===== config.mk =====
export PLATFORM = sky130hd
export DESIGN_NAME = oam_dma_controller
export DESIGN_NICKNAME = d
export VERILOG_FILES = /design/src/rtl/nes_dma_pkg.sv /design/src/rtl/oam_dma_controller.sv
export SDC_FILE = /design/constraint.sdc
export NUM_CORES = 1
export LEC_CHECK = 0
export ABC_CLOCK_PERIOD_IN_PS = 1900
export BUFFER_PORTS_ARGS = -buffer_cell sky130_fd_sc_hd__buf_2
export CAP_MARGIN = 20
export CORE_ASPECT_RATIO = 1.5
export CORE_MARGIN = 1.5
export CORE_UTILIZATION = 47
export DETAILED_ROUTE_END_ITERATION = 10
export PLACE_DENSITY_LB_ADDON = 0.12
export SYNTH_ARGS = -nofsm -noshare
export SYNTH_HDL_FRONTEND = slang
export SYNTH_SLANG_ARGS = --single-unit

===== constraint.sdc =====
create_clock -name i_clk -period 1.9 [get_ports i_clk]
set_clock_uncertainty 0.1 [all_clocks]
set_input_delay 0 -clock i_clk [delete_from_list [all_inputs] [get_ports i_clk]]
set_output_delay 0 -clock i_clk [all_outputs]
set_load 0.005 [all_outputs]

===== src/rtl/nes_dma_pkg.sv =====
// Shared definitions for the NES sprite DMA block: state encoding,
// default register addresses and the nominal stall lengths.
package nes_dma_pkg;

    typedef enum logic [2:0] {
        ST_IDLE  = 3'd0,
        ST_HALT  = 3'd1,
        ST_ALIGN = 3'd2,
        ST_READ  = 3'd3,
        ST_WRITE = 3'd4
    } dma_state_t;

    localparam logic [15:0] DMA_REG_ADDRESS_DEFAULT = 16'h4014;
    localparam logic [15:0] OAMDATA_ADDRESS_DEFAULT = 16'h2004;

    // RDY-low length of one transfer with the halt cycle on a put / get cycle
    localparam int STALL_EVEN = 513;
    localparam int STALL_ODD  = 514;

endpackage


===== src/rtl/oam_dma_controller.sv =====
// OAM sprite DMA sequencer. A CPU write to DMA_REG_ADDRESS stalls the core
// through RDY, then copies 256 bytes from page $XX00 to OAMDATA, alternating
// read (get) and write (put) cycles aligned to a free-running parity flop.
// Optional build macro OAM_DMA_STALL_COUNT_EN adds o_stall_cycles, the number
// of RDY-low cycles of the current/last transfer.
module oam_dma_controller
    import nes_dma_pkg::*;
#(
    parameter logic [15:0] DMA_REG_ADDRESS = DMA_REG_ADDRESS_DEFAULT,
    parameter logic [15:0] OAMDATA_ADDRESS = OAMDATA_ADDRESS_DEFAULT
) (
    input  logic        i_clk,
    input  logic        i_reset_n,
    input  logic [15:0] i_cpu_address,
    input  logic        i_cpu_rw,
    input  logic [7:0]  i_cpu_data,
    input  logic [7:0]  i_bus_data,
    output logic        o_rdy,
    output logic        o_dma_active,
    output logic [15:0] o_address,
    output logic        o_rw,
    output logic [7:0]  o_data
`ifdef OAM_DMA_STALL_COUNT_EN
    ,
    output logic [9:0]  o_stall_cycles
`endif
);

    dma_state_t state;
    logic       r_get;
    logic [7:0] page;
    logic [7:0] index;
    logic       trigger;

    assign trigger = (i_cpu_address == DMA_REG_ADDRESS) && !i_cpu_rw;

    // Get/put parity: high on cycles where a DMA read may be issued
    always_ff @(posedge i_clk or negedge i_reset_n) begin
        if (!i_reset_n) begin
            r_get <= 1'b0;
        end else begin
            r_get <= ~r_get;
        end
    end

    // Transfer sequencer; o_data doubles as the byte buffer between READ and WRITE
    always_ff @(posedge i_clk or negedge i_reset_n) begin
        if (!i_reset_n) begin
            state        <= ST_IDLE;
            page         <= 8'h00;
            index        <= 8'h00;
            o_rdy        <= 1'b1;
            o_dma_active <= 1'b0;
            o_address    <= 16'h0000;
            o_rw         <= 1'b1;
            o_data       <= 8'h00;
        end else begin
            case (state)
                ST_IDLE: begin
                    if (trigger) begin
                        page  <= i_cpu_data;
                        index <= 8'h00;
                        o_rdy <= 1'b0;
                        state <= ST_HALT;
                    end
                end
                ST_HALT: begin
                    // Core ignores RDY on writes, so wait for its first read cycle
                    if (i_cpu_rw) begin
                        if (!r_get) begin
                            state        <= ST_READ;
                            o_dma_active <= 1'b1;
                            o_address    <= {page, index};
                            o_rw         <= 1'b1;
                        end else begin
                            state <= ST_ALIGN;
                        end
                    end
                end
                ST_ALIGN: begin
                    state        <= ST_READ;
                    o_dma_active <= 1'b1;
                    o_address    <= {page, index};
                    o_rw         <= 1'b1;
                end
                ST_READ: begin
                    state     <= ST_WRITE;
                    o_address <= OAMDATA_ADDRESS;
                    o_rw      <= 1'b0;
                    o_data    <= i_bus_data;
                end
                ST_WRITE: begin
                    if (index == 8'hFF) begin
                        state        <= ST_IDLE;
                        o_rdy        <= 1'b1;
                        o_dma_active <= 1'b0;
                        o_rw         <= 1'b1;
                    end else begin
                        index     <= index + 8'd1;
                        state     <= ST_READ;
                        o_address <= {page, index + 8'd1};
                        o_rw      <= 1'b1;
                    end
                end
                default: begin
                    state        <= ST_IDLE;
                    o_rdy        <= 1'b1;
                    o_dma_active <= 1'b0;
                    o_rw         <= 1'b1;
                end
            endcase
        end
    end

`ifdef OAM_DMA_STALL_COUNT_EN
    // RDY-low cycle counter, restarted by each accepted trigger
    always_ff @(posedge i_clk or negedge i_reset_n) begin
        if (!i_reset_n) begin
            o_stall_cycles <= 10'd0;
        end else if ((state == ST_IDLE) && trigger) begin
            o_stall_cycles <= 10'd0;
        end else if (!o_rdy) begin
            o_stall_cycles <= o_stall_cycles + 10'd1;
        end
    end
`endif

endmodule


; Word-level counts from Yosys, hierarchy flattened
; Cells that the tools add are included.
[totals]
ff_bits = 47
input_bits = 35
output_inout_bits = 27
wordCells = 59
[op_classes]
addsub = 1
eq_ne = 11
n_mux = 20
bitwise_logic = 4
reduce_logical = 14
[ops]
columns = cell, n
row1 = 16-bit case mux with 4 select lines, 1
row2 = 16-bit 2-to-1 mux, 3
row3 = "16-bit by 15-bit == test with 1-bit output, second input constant", 1
row4 = 8-bit 2-to-1 mux, 2
row5 = 8-bit case mux with 2 select lines, 1
row6 = 3-bit case mux with 5 select lines, 1
row7 = "2-bit inequality test, second input constant", 5
row8 = 3-bit AND reduction, 3
row9 = "8-bit by 1-bit adder with 8-bit output, second input constant", 1
row10 = "8-bit == test, second input constant", 1
row11 = 4-bit AND reduction, 2
row12 = "3-bit by 2-bit == test with 1-bit output, second input constant", 2
row13 = 1-bit 2-to-1 mux, 6
row14 = 3-bit 2-to-1 mux, 2
row15 = 1-bit case mux with 3 select lines, 2
row16 = 1-bit NOT, 4
row17 = 1-bit case mux with 4 select lines, 1
row18 = 2-bit AND reduction, 2
row19 = 4-bit nonzero test, 1
row20 = "3-bit by 1-bit == test with 1-bit output, second input constant", 1
row21 = "3-bit == test, second input constant", 1
row22 = 3-bit logical NOT, 1
row23 = 3-bit OR reduction, 1
row24 = 2-bit 2-to-1 mux, 1
row25 = 4 further kinds, 4

; Depth between registers and ports, before layout
; Gate-level depths: netlist (run 1).
[logic_depth]
depth_word = 4
depth_mapped = 6
ltp_nobuf = 5

; Worst setup path after synthesis (run 1)
; Ideal clock, no wire load.
[synth_path]
path_kind = reg2reg
from = register index[0]
to = register o_address[6]
setup_time_ns = 0.127
t_arrival_ns = 1.655
required_time_ns = 1.673
slack_ns = 0.017
stages_incl_launch_ff = 7
n_path_buf = 1
synth_period_minus_slack_ns = 1.883
cell_sequence = dfrtp_1 ha_1 nand3_1 nor2_4 o22ai_4 buf_8 mux2_1
[synth_between]
elab_chain_len = 3
elab_cells_between_ends = 6
cone_classes = add/sub: 1 / eq/ne: 2 / mux: 2 / reduce/logical: 1
[synth_rtl]
columns = element, line
row1 = from (decl), oam_dma_controller.sv:32  ; logic [7:0] index;
row2 = from (signal assigned), oam_dma_controller.sv:99  ; index <= index + 8'd1;
row3 = 8-bit by 1-bit adder with 8-bit output or 8-bit == test (tied branches), "oam_dma_controller.sv:101, oam_dma_controller.sv:93"
row4 = 16-bit 2-to-1 mux or 2-bit inequality test (tied branches), -
row5 = 16-bit case mux with 4 select lines or 4-bit AND reduction (tied branches), -
row6 = to (signal assigned), oam_dma_controller.sv:73  ; o_address <= {page, index};
row7 = to (signal assigned), oam_dma_controller.sv:83  ; o_address <= {page, index};
row8 = to (signal assigned), oam_dma_controller.sv:101  ; o_address <= {page, index + 8'd1};
row9 = to (decl), oam_dma_controller.sv:20  ; output logic [15:0] o_address,
; Parallel ways exist; a longest one is shown, timed or not. The select of a mux whose other input is x is not followed.
; A chain may end at the register's enable or synchronous reset.

; Worst setup path in the final report (run 1)
[layout_path]
from = register state[1]
to = register o_address[4]
[layout_between]
elab_chain_len = 3
elab_cells_between_ends = 10
cone_classes = eq/ne: 7 / mux: 1 / reduce/logical: 2
[layout_rtl]
columns = element, line
row1 = from (decl), oam_dma_controller.sv:29  ; dma_state_t state;
row2 = from (signal assigned), oam_dma_controller.sv:49  ; state <= ST_IDLE;
row3 = from (signal assigned), oam_dma_controller.sv:64  ; state <= ST_HALT;
row4 = from (signal assigned), oam_dma_controller.sv:71  ; state <= ST_READ;
row5 = "3-bit == test, or another cell as far along", oam_dma_controller.sv:58  ; case (state)
row6 = 4-bit nonzero test (no source line) or 2-bit inequality test (tied branches), -
row7 = 4-bit AND reduction (no source line), -
; Parallel ways exist; a longest one is shown, timed or not.

==> out/metrics.yaml, run 1 <==
status: "completed"
tightest_slew_ns: 0.537
synth-async-reset-ratio_pct: 100
ys_seq_area_share_pct: 51.1
crit_arrival_ns: 1.92
layout.nets: 357
clockRootBuffer: "clkbuf_8"
clock_path_buffers: 2
synth_top_area_share_pct: 48.8
regToRegSetupSlack_ns: 0.07
cap_viol_max_count: 0
drt_iter0_markers: 53
relSlewSlack_pct: 64.2
first_global_vias: 1936
wl_mm: 5.33
avgSynthCellArea_um2: 10.3
cts.sinks: 47
die_h_um: 88.8
num-fill-cells: 414
synthFlopType: "dfrtp_1"
grt_max_degree: 27
io_buffers: 61
grt_pass1_wl_mm: 8.76
num_vias: 2049
dr.pass1.iters: 4
hold_violations: 0
initial_core_util_pct: 48.4
min_period_over_period_pct: 96.2
switching_power_mw: 1.63
antenna_found_initial: 0
cts_made_buffers: 5
synth.most_common_cell: "dfrtp_1"
drc: 0
worstSetupEndpointType: "flip-flop"
boundaryPins: 62
core_area_mm2: 0.00477
p_leak_nw: 1.49
die_width_um: 60.2
ys_ff_latch: 47
synth_cell_type_count: 45
antenna_left: 0
fin_setup_tns_ns: 0
swShare_pct: 37.4
placementRows: 31
peakVddDrop_mv: 0.664
slew_viol_final: 0
viasPerCell: 5.29
crit_type: "reg -> reg"
die_area_mm2: 0.00535
place.gp.congestion: 0.848
seqPwrFrac_pct: 34.5
area_growth_pct: 34.6
drive_above_1_share_pct: 34.6
powerDensity_mw_per_mm2: 1400
yosys_warnings: 0
synth_edf_count: 0
grt_usage_pct: 21.7
p_comb_share_pct: 49.1
drt-wirelength-per-cell_um: 13.8
syn_nets: 260
worst-endpoint-required_ns: 1.99
dpl.hpwl_mm: 3.74
setup-violations-final: 0
clk_pin_slew_ns: 0.09
cts.htree.levels: 2
crit_fanout: 8
multiInputGateArea_mm2: 0.00101
min_period_ns: 1.83
grt_overflow: 0
cts_tree: "built"
yosys-top-cells-area: "dfrtp_1 49%, nand2_1 7.0%, mux2_2 5.4%"
regArea_mm2: 0.00118
num_antenna_cells: 0
p_clk_share_pct: 16.4
synth_top_area_cell: "dfrtp_1"
min_path_type: "in -> reg"
syn_area_mm2: 0.00231
syn_inst: 224
fin_util_pct: 65.1
max_freq_mhz: 547
synth_commonest_cells: "45 x dfrtp_1, 43 x nand2_1, 13 x inv_1"
rsz0062_at_grt: "false"
startpoint_type: "flip-flop"
p_int_mw: 2.72
clk_latency_ns: 0.30
-- final cells by class --
class	count	area share [%]
clock buffers	5	2.22
clock inverters	2	1.21
inverters	14	1.69
multi-input cells	151	32.4
flip-flops and latches	47	37.9
well taps	66	2.66
repair buffers	102	21.9
-- layer usage --
metal	vias to the layer above	global-route usage, %	part of all wire (%)
met2	66	37.1	53
met3	12	4.53	4.7
met4	0	8.89	2.4
met5	-	0	0
met1	990	26.3	40
li1	981	-	-
-- stage by stage --
stage	instances	setup slack [ns]	cell area, µm²	total power, mW	hold WS (ns)
global placement	357	0.128	2780	3.47	-0.0889
CTS	381	0.0642	3060	4.25	0.0125
floorplan	224	0.0171	2310	2.82	-0.396
finish	387	0.0724	3110	4.35	0.0118
global route	387	0.00710	3110	4.68	0.0427
detailed placement	357	0.0721	2780	3.50	-0.0836
-- timing repair --
action                                 in CTS  in global routing
setup endpoints to repair                   0                  4
setup buffers                               0                  6
hold buffers                               17                  0
endpoints found under the hold margin      61                  0
resized for setup                           0                  1
-- cells by family after synthesis --
| logic type | count (synthesis) | share of synthesized area (%) |
|---|---|---|
| mux | 28 | 13.1 |
| buf+inv | 26 | 5.47 |
| flops | 47 | 51.1 |
| simple gates | 83 | 18.4 |
| fa+ha+maj | 1 | 0.542 |
| compound gates | 39 | 11.5 |
-- registers in the layout, indices dropped and copies added (netlist names) --
register	cells
o_address	16
index	8
o_rdy	1
o_data	8
o_dma_active	1
o_rw	1
page	8
state	3
r_get	1
-- cells in the final DEF (no fill, tap or decap), types with 2 or more instances in the layout --
master         instances
nor2_1                 8
nor4_1                 2
nand3_1                7
mux2i_1               11
nor3_1                 6
o21ai_0               11
mux2_1                 6
buf_12                 2
dlygate4sd3_1         17
and3_1                 3
mux2_2                11
dfrtp_1               45
and2_1                 2
and4_1                 2
dfstp_2                2
a21oi_1                5
buf_4                 22
o2bb2ai_1              2
clkbuf_8               5
o221ai_1               2
a31oi_1                7
buf_2                 61
a41oi_1                2
a211oi_1               5
inv_1                 13
nand2_1               43
-- path summary, 6_finish.rpt --
| check | cells past startpoint | startpoint | to |
|---|---|---|---|
| min in group asynchronous | 2 | i_reset_n | o_address[12] |
| min reg2reg | 1 | r_get | r_get |
| min | 3 | i_cpu_rw | state[1] |
| max reg2reg | 4 | state[1] | o_address[4] |
| max in group asynchronous | 3 | i_reset_n | o_rw |
| max | 4 | state[1] | o_address[4] |
-- critical path, stage by stage, from the launching register on --
cell and delay, ns:
dfrtp_1 0.43, or3b_4 0.43, o22ai_4 0.27, buf_4 0.18, mux2_2 0.32
-- power groups by stage --
stage | Combinational, mW | Clock, mW | Sequential (mW)
3_5_place_dp | 1.99 | 0 | 1.52
3_3_place_gp | 1.96 | 0 | 1.52
2_1_floorplan | 1.32 | 0 | 1.50
4_1_cts | 2.02 | 0.729 | 1.50
6_report | 2.14 | 0.714 | 1.50
5_1_grt | 2.37 | 0.762 | 1.55
Power figures use the tool's default switching activity.
==> inputs of run 2 (changes only) <==
--- a/config.mk
+++ b/config.mk
@@ -13,6 +13,7 @@
 export CORE_UTILIZATION = 47
 export DETAILED_ROUTE_END_ITERATION = 10
 export PLACE_DENSITY_LB_ADDON = 0.12
+export SETUP_SLACK_MARGIN = 0.3
 export SYNTH_ARGS = -nofsm -noshare
 export SYNTH_HDL_FRONTEND = slang
 export SYNTH_SLANG_ARGS = --single-unit
==> out/metrics.yaml, run 2 (synthesis results as in run 1) <==
status: "completed"
boundaryPins: 62
area_growth_pct: 45.2
num_antenna_cells: 0
placementRows: 31
drt-wirelength-per-cell_um: 13.3
clk_pin_slew_ns: 0.09
clock_path_buffers: 2
setup-violations-final: 0
cp_slowest_stage_delay_ns: 0.43
cts_made_buffers: 5
cts_tree: "built"
layout.nets: 371
dpl.hpwl_mm: 3.66
dp_cells: 358
crit_arrival_ns: 1.87
die_area_mm2: 0.00535
first_global_vias: 1888
viasPerCell: 5.10
grt_overflow: 0
cap_viol_max_count: 0
drt_iter0_markers: 24
grt_pass1_wl_mm: 8.73
io_buffers: 61
dr.pass1.iters: 4
peakVddDrop_mv: 0.683
clockRootBuffer: "clkbuf_8"
rr_endpoint: "o_address[4]"
crit_fanout: 5
cp-endpoint: "o_address[4]"
hold_ws_ns: 0.0183
slew_viol_final: 0
p_leak_nw: 1.63
startpoint_type: "flip-flop"
hold_violations: 0
grt_usage_pct: 21.3
num-fill-cells: 363
regMostFlops: "o_address"
clk_latency_ns: 0.30
r2r.worst_path.cells: 4
die_h_um: 88.8
stdcell_count: 402
place.gp.congestion: 0.860
min_period_over_period_pct: 93.5
final_cell_mix: "62 x buf_2, 45 x dfrtp_1, 42 x nand2_1"
critical-path-top-delay-family: "simple AND/OR/NAND/NOR gates"
drive_above_1_share_pct: 41.7
initial_core_util_pct: 48.4
antenna_found_initial: 0
die_width_um: 60.2
largest_reg_flops: 16
min_path_type: "in -> reg"
tightest_slew_ns: 0.493
regToRegSetupSlack_ns: 0.12
cp_num_buf_inv: 1
grt_max_degree: 23
wl_mm: 5.36
num_vias: 2051
max_freq_mhz: 563
layout_commonest_cell: "buf_2"
path_cells: "or3b_4 -> o22ai_4 -> buf_12 -> mux2_4"
antenna_left: 0
cp_slowest_cell: "or3b_4"
drc: 0
crit_type: "reg -> reg"
rsz0062_at_grt: "true"
cts.sinks: 47
relSlewSlack_pct: 67.1
path_depth: 4
min_period_ns: 1.78
worstSetupEndpointType: "flip-flop"
core_area_mm2: 0.00477
reg2reg_from: "state[1]"
fin_setup_tns_ns: 0
worst-endpoint-required_ns: 1.99
cts.htree.levels: 2
cp-startpoint: "state[1]"
powerDensity_mw_per_mm2: 1460
run 2: cell types whose count changed in the layout (fill, tap and decap cells not counted), sizes merged:
cell         delta
inv             +2
clkinvlp        -1
dlygate4sd3     +1
clkinv          -1
buf            +13
clkbuf          +1
run 2: metrics by stage:
step | utilization (%) | area, µm² | total power [mW] | setup slack (ns)
final | 70.3 | 3350 | 4.90 | 0.124
after floorplan | - | 2320 | 2.85 | 0.0322
after detailed placement | 58.4 | 2790 | 3.52 | 0.0493
after global placement | 58.4 | 2790 | 3.50 | 0.110
after global routing | 70.3 | 3350 | 5.26 | 0.0677
after CTS | 67.3 | 3210 | 4.61 | 0.156
run 2: metal layers:
| layer | GRT usage, % | wire length (µm) | vias to the layer above |
|---|---|---|---|
| met5 | 0 | 0 | - |
| met4 | 6.46 | 106 | 0 |
| met3 | 3.95 | 227 | 11 |
| met2 | 37.0 | 2860 | 68 |
| met1 | 26.5 | 2170 | 964 |
| li1 | - | - | 1008 |
run 2: power by group:
group / total, mW / switching (mW) / leakage [nW] / internal [mW]
sequential: 1.50 / 0.202 / 0.562 / 1.30
clock: 0.770 / 0.337 / 0.0618 / 0.433
combinational: 2.63 / 1.24 / 1.01 / 1.39
run 2: timing repair:
item	CTS	global route
gates cloned	0	1
hold buffers	18	0
endpoints found under the setup margin	39	43
resized for setup	18	14
pin swaps	3	7
setup buffers	7	10
endpoints found under the hold margin	47	0
run 2: worst min-delay path by stage:
stage                         start  cells after the start        to
after floorplan           i_reset_n                      0  index[0]
after global placement    i_reset_n                      1  index[3]
after detailed placement  i_reset_n                      1  index[4]
after CTS                  i_cpu_rw                      4  state[0]
after global routing       i_cpu_rw                      4  state[0]
final                      i_cpu_rw                      4  state[0]
run 2: cell type report:
| cell class | instances | area (µm²) | area share (%) |
|---|---|---|---|
| Tap cell | 66 | 82.6 | 2.46 |
| Timing Repair Buffer | 116 | 812 | 24.2 |
| Sequential cell | 47 | 1180 | 35.2 |
| Multi-Input combinational cell | 151 | 1100 | 32.9 |
| Clock buffer | 6 | 82.6 | 2.46 |
| Inverter | 14 | 55.1 | 1.64 |
| Clock inverter | 2 | 38.8 | 1.16 |
run 2: worst reg2reg max path: cells and delay by family (launching register included):
family / cells / cell delay, ns
AOI/OAI and AO/OA: 1 / 0.27
muxes: 1 / 0.29
buffers and inverters: 1 / 0.16
and+or+nand+nor: 1 / 0.43
DFF: 1 / 0.42
==> inputs of run 3 (changes only) <==
--- a/config.mk
+++ b/config.mk
@@ -13,6 +13,7 @@
 export CORE_UTILIZATION = 47
 export DETAILED_ROUTE_END_ITERATION = 10
 export PLACE_DENSITY_LB_ADDON = 0.12
+export REMOVE_ABC_BUFFERS = 1
 export SETUP_SLACK_MARGIN = 0.3
 export SYNTH_ARGS = -nofsm -noshare
 export SYNTH_HDL_FRONTEND = slang
==> out/metrics.yaml, run 3 (synthesis results as in run 1) <==
status: "completed"
stdcell_count: 399
slew_viol_final: 0
grt_max_degree: 21
max_freq_mhz: 576
die_h_um: 88.8
cap_viol_max_count: 0
antenna_found_initial: 0
clk_latency_ns: 0.31
dr.pass1.iters: 4
min_period_ns: 1.74
powerDensity_mw_per_mm2: 1450
num_antenna_cells: 0
setup-violations-final: 0
largest_reg_flops: 16
hold_violations: 0
regMostFlops: "o_address"
crit_arrival_ns: 1.84
hold_ws_ns: 0.00235
clk_pin_slew_ns: 0.10
worstHoldStart: "i_cpu_rw"
place.gp.congestion: 0.754
cts.sinks: 47
reg2reg_from: "state[2]"
min_period_over_period_pct: 91.4
wl_mm: 5.86
relSlewSlack_pct: 76.7
crit_type: "reg -> reg"
dp_cells: 361
regArea_mm2: 0.00118
cts_tree: "built"
viasPerCell: 5.20
final_cell_mix: "61 x buf_2, 42 x nand2_1, 41 x dfrtp_1"
layout.nets: 368
io_buffers: 61
placementRows: 31
crit_fanout: 6
grt_pass1_wl_mm: 8.98
grt_overflow: 0
die_area_mm2: 0.00535
fin_util_pct: 70.8
dpl.hpwl_mm: 3.84
core_area_mm2: 0.00477
worst-endpoint-required_ns: 2.00
placed_cell_area_mm2: 0.00280
antenna_left: 0
power_mw: 4.91
initial_core_util_pct: 48.4
startpoint_type: "flip-flop"
drc: 0
drive_above_1_share_pct: 44.4
area_growth_pct: 46.3
num-fill-cells: 356
cts_made_buffers: 5
drt-wirelength-per-cell_um: 14.7
boundaryPins: 62
regToRegSetupSlack_ns: 0.16
min_path_type: "in -> reg"
rsz0062_at_grt: "true"
cp-startpoint: "state[2]"
cts.htree.levels: 2
clock_path_buffers: 2
die_width_um: 60.2
clockRootBuffer: "clkbuf_8"
multiInputGateArea_mm2: 0.00118
layout_commonest_cell: "buf_2"
p_leak_nw: 1.60
drt_iter0_markers: 41
num_vias: 2076
tightest_slew_ns: 0.347
first_global_vias: 2002
peakVddDrop_mv: 0.924
final_area_mm2: 0.00338
worstSetupEndpointType: "flip-flop"
grt_usage_pct: 22.4
## run 3: power breakdown
group	leakage [nW]	total, mW	switching, mW	internal, mW
Sequential	0.558	1.54	0.232	1.31
Clock	0.0489	0.642	0.375	0.267
Combinational	0.993	2.74	1.36	1.38
Total	1.60	4.91	1.96	2.95
## run 3: repair_timing
action	4_1_cts	5_1_grt
pin swaps	3	9
hold buffers	17	0
resized for setup	16	33
endpoints found under the hold margin	62	0
buffers inserted	7	5
gates cloned	0	1
endpoints found under the setup margin	40	35
## run 3: final cells by class
class / count / area share, %
inverter: 14 / 1.59
clock buffer: 5 / 2.04
multi-input combinational: 151 / 35.0
tap: 66 / 2.44
timing repair buffer: 113 / 23.3
sequential: 47 / 35.0
clock inverter: 3 / 0.667
## run 3: per-layer routing
layer | up-vias | routed length, µm | track usage, %
met3 | 11 | 319 | 4.53
met1 | 988 | 2390 | 26.8
li1 | 1003 | - | -
met2 | 74 | 3030 | 39.4
met4 | 0 | 117 | 7.27
met5 | - | 0 | 0
## run 3: path summary, 6_finish.rpt
check / endpoint / cells past startpoint
setup / recovery: o_address[6] / 7
max in group asynchronous: o_rw / 3
hold reg to reg: r_get / 1
setup reg to reg: o_address[6] / 7
hold / removal: state[1] / 3
min in group asynchronous: o_address[6] / 2
## run 3: stage by stage
stage	setup slack, ns	TNS, ns
2_1_floorplan	-0.105	-0.795
3_3_place_gp	0.119	0
3_5_place_dp	0.0808	0
4_1_cts	0.166	0
5_1_grt	0.0932	0
6_report	0.164	0
## run 3: critical path, stage by stage (launching register included)
cell and delay (ns):
dfrtp_2 0.46, buf_6 0.14, nor3b_4 0.15, buf_4 0.14, buf_6 0.13, a31oi_4 0.19, a31oi_1 0.06, mux2_4 0.26
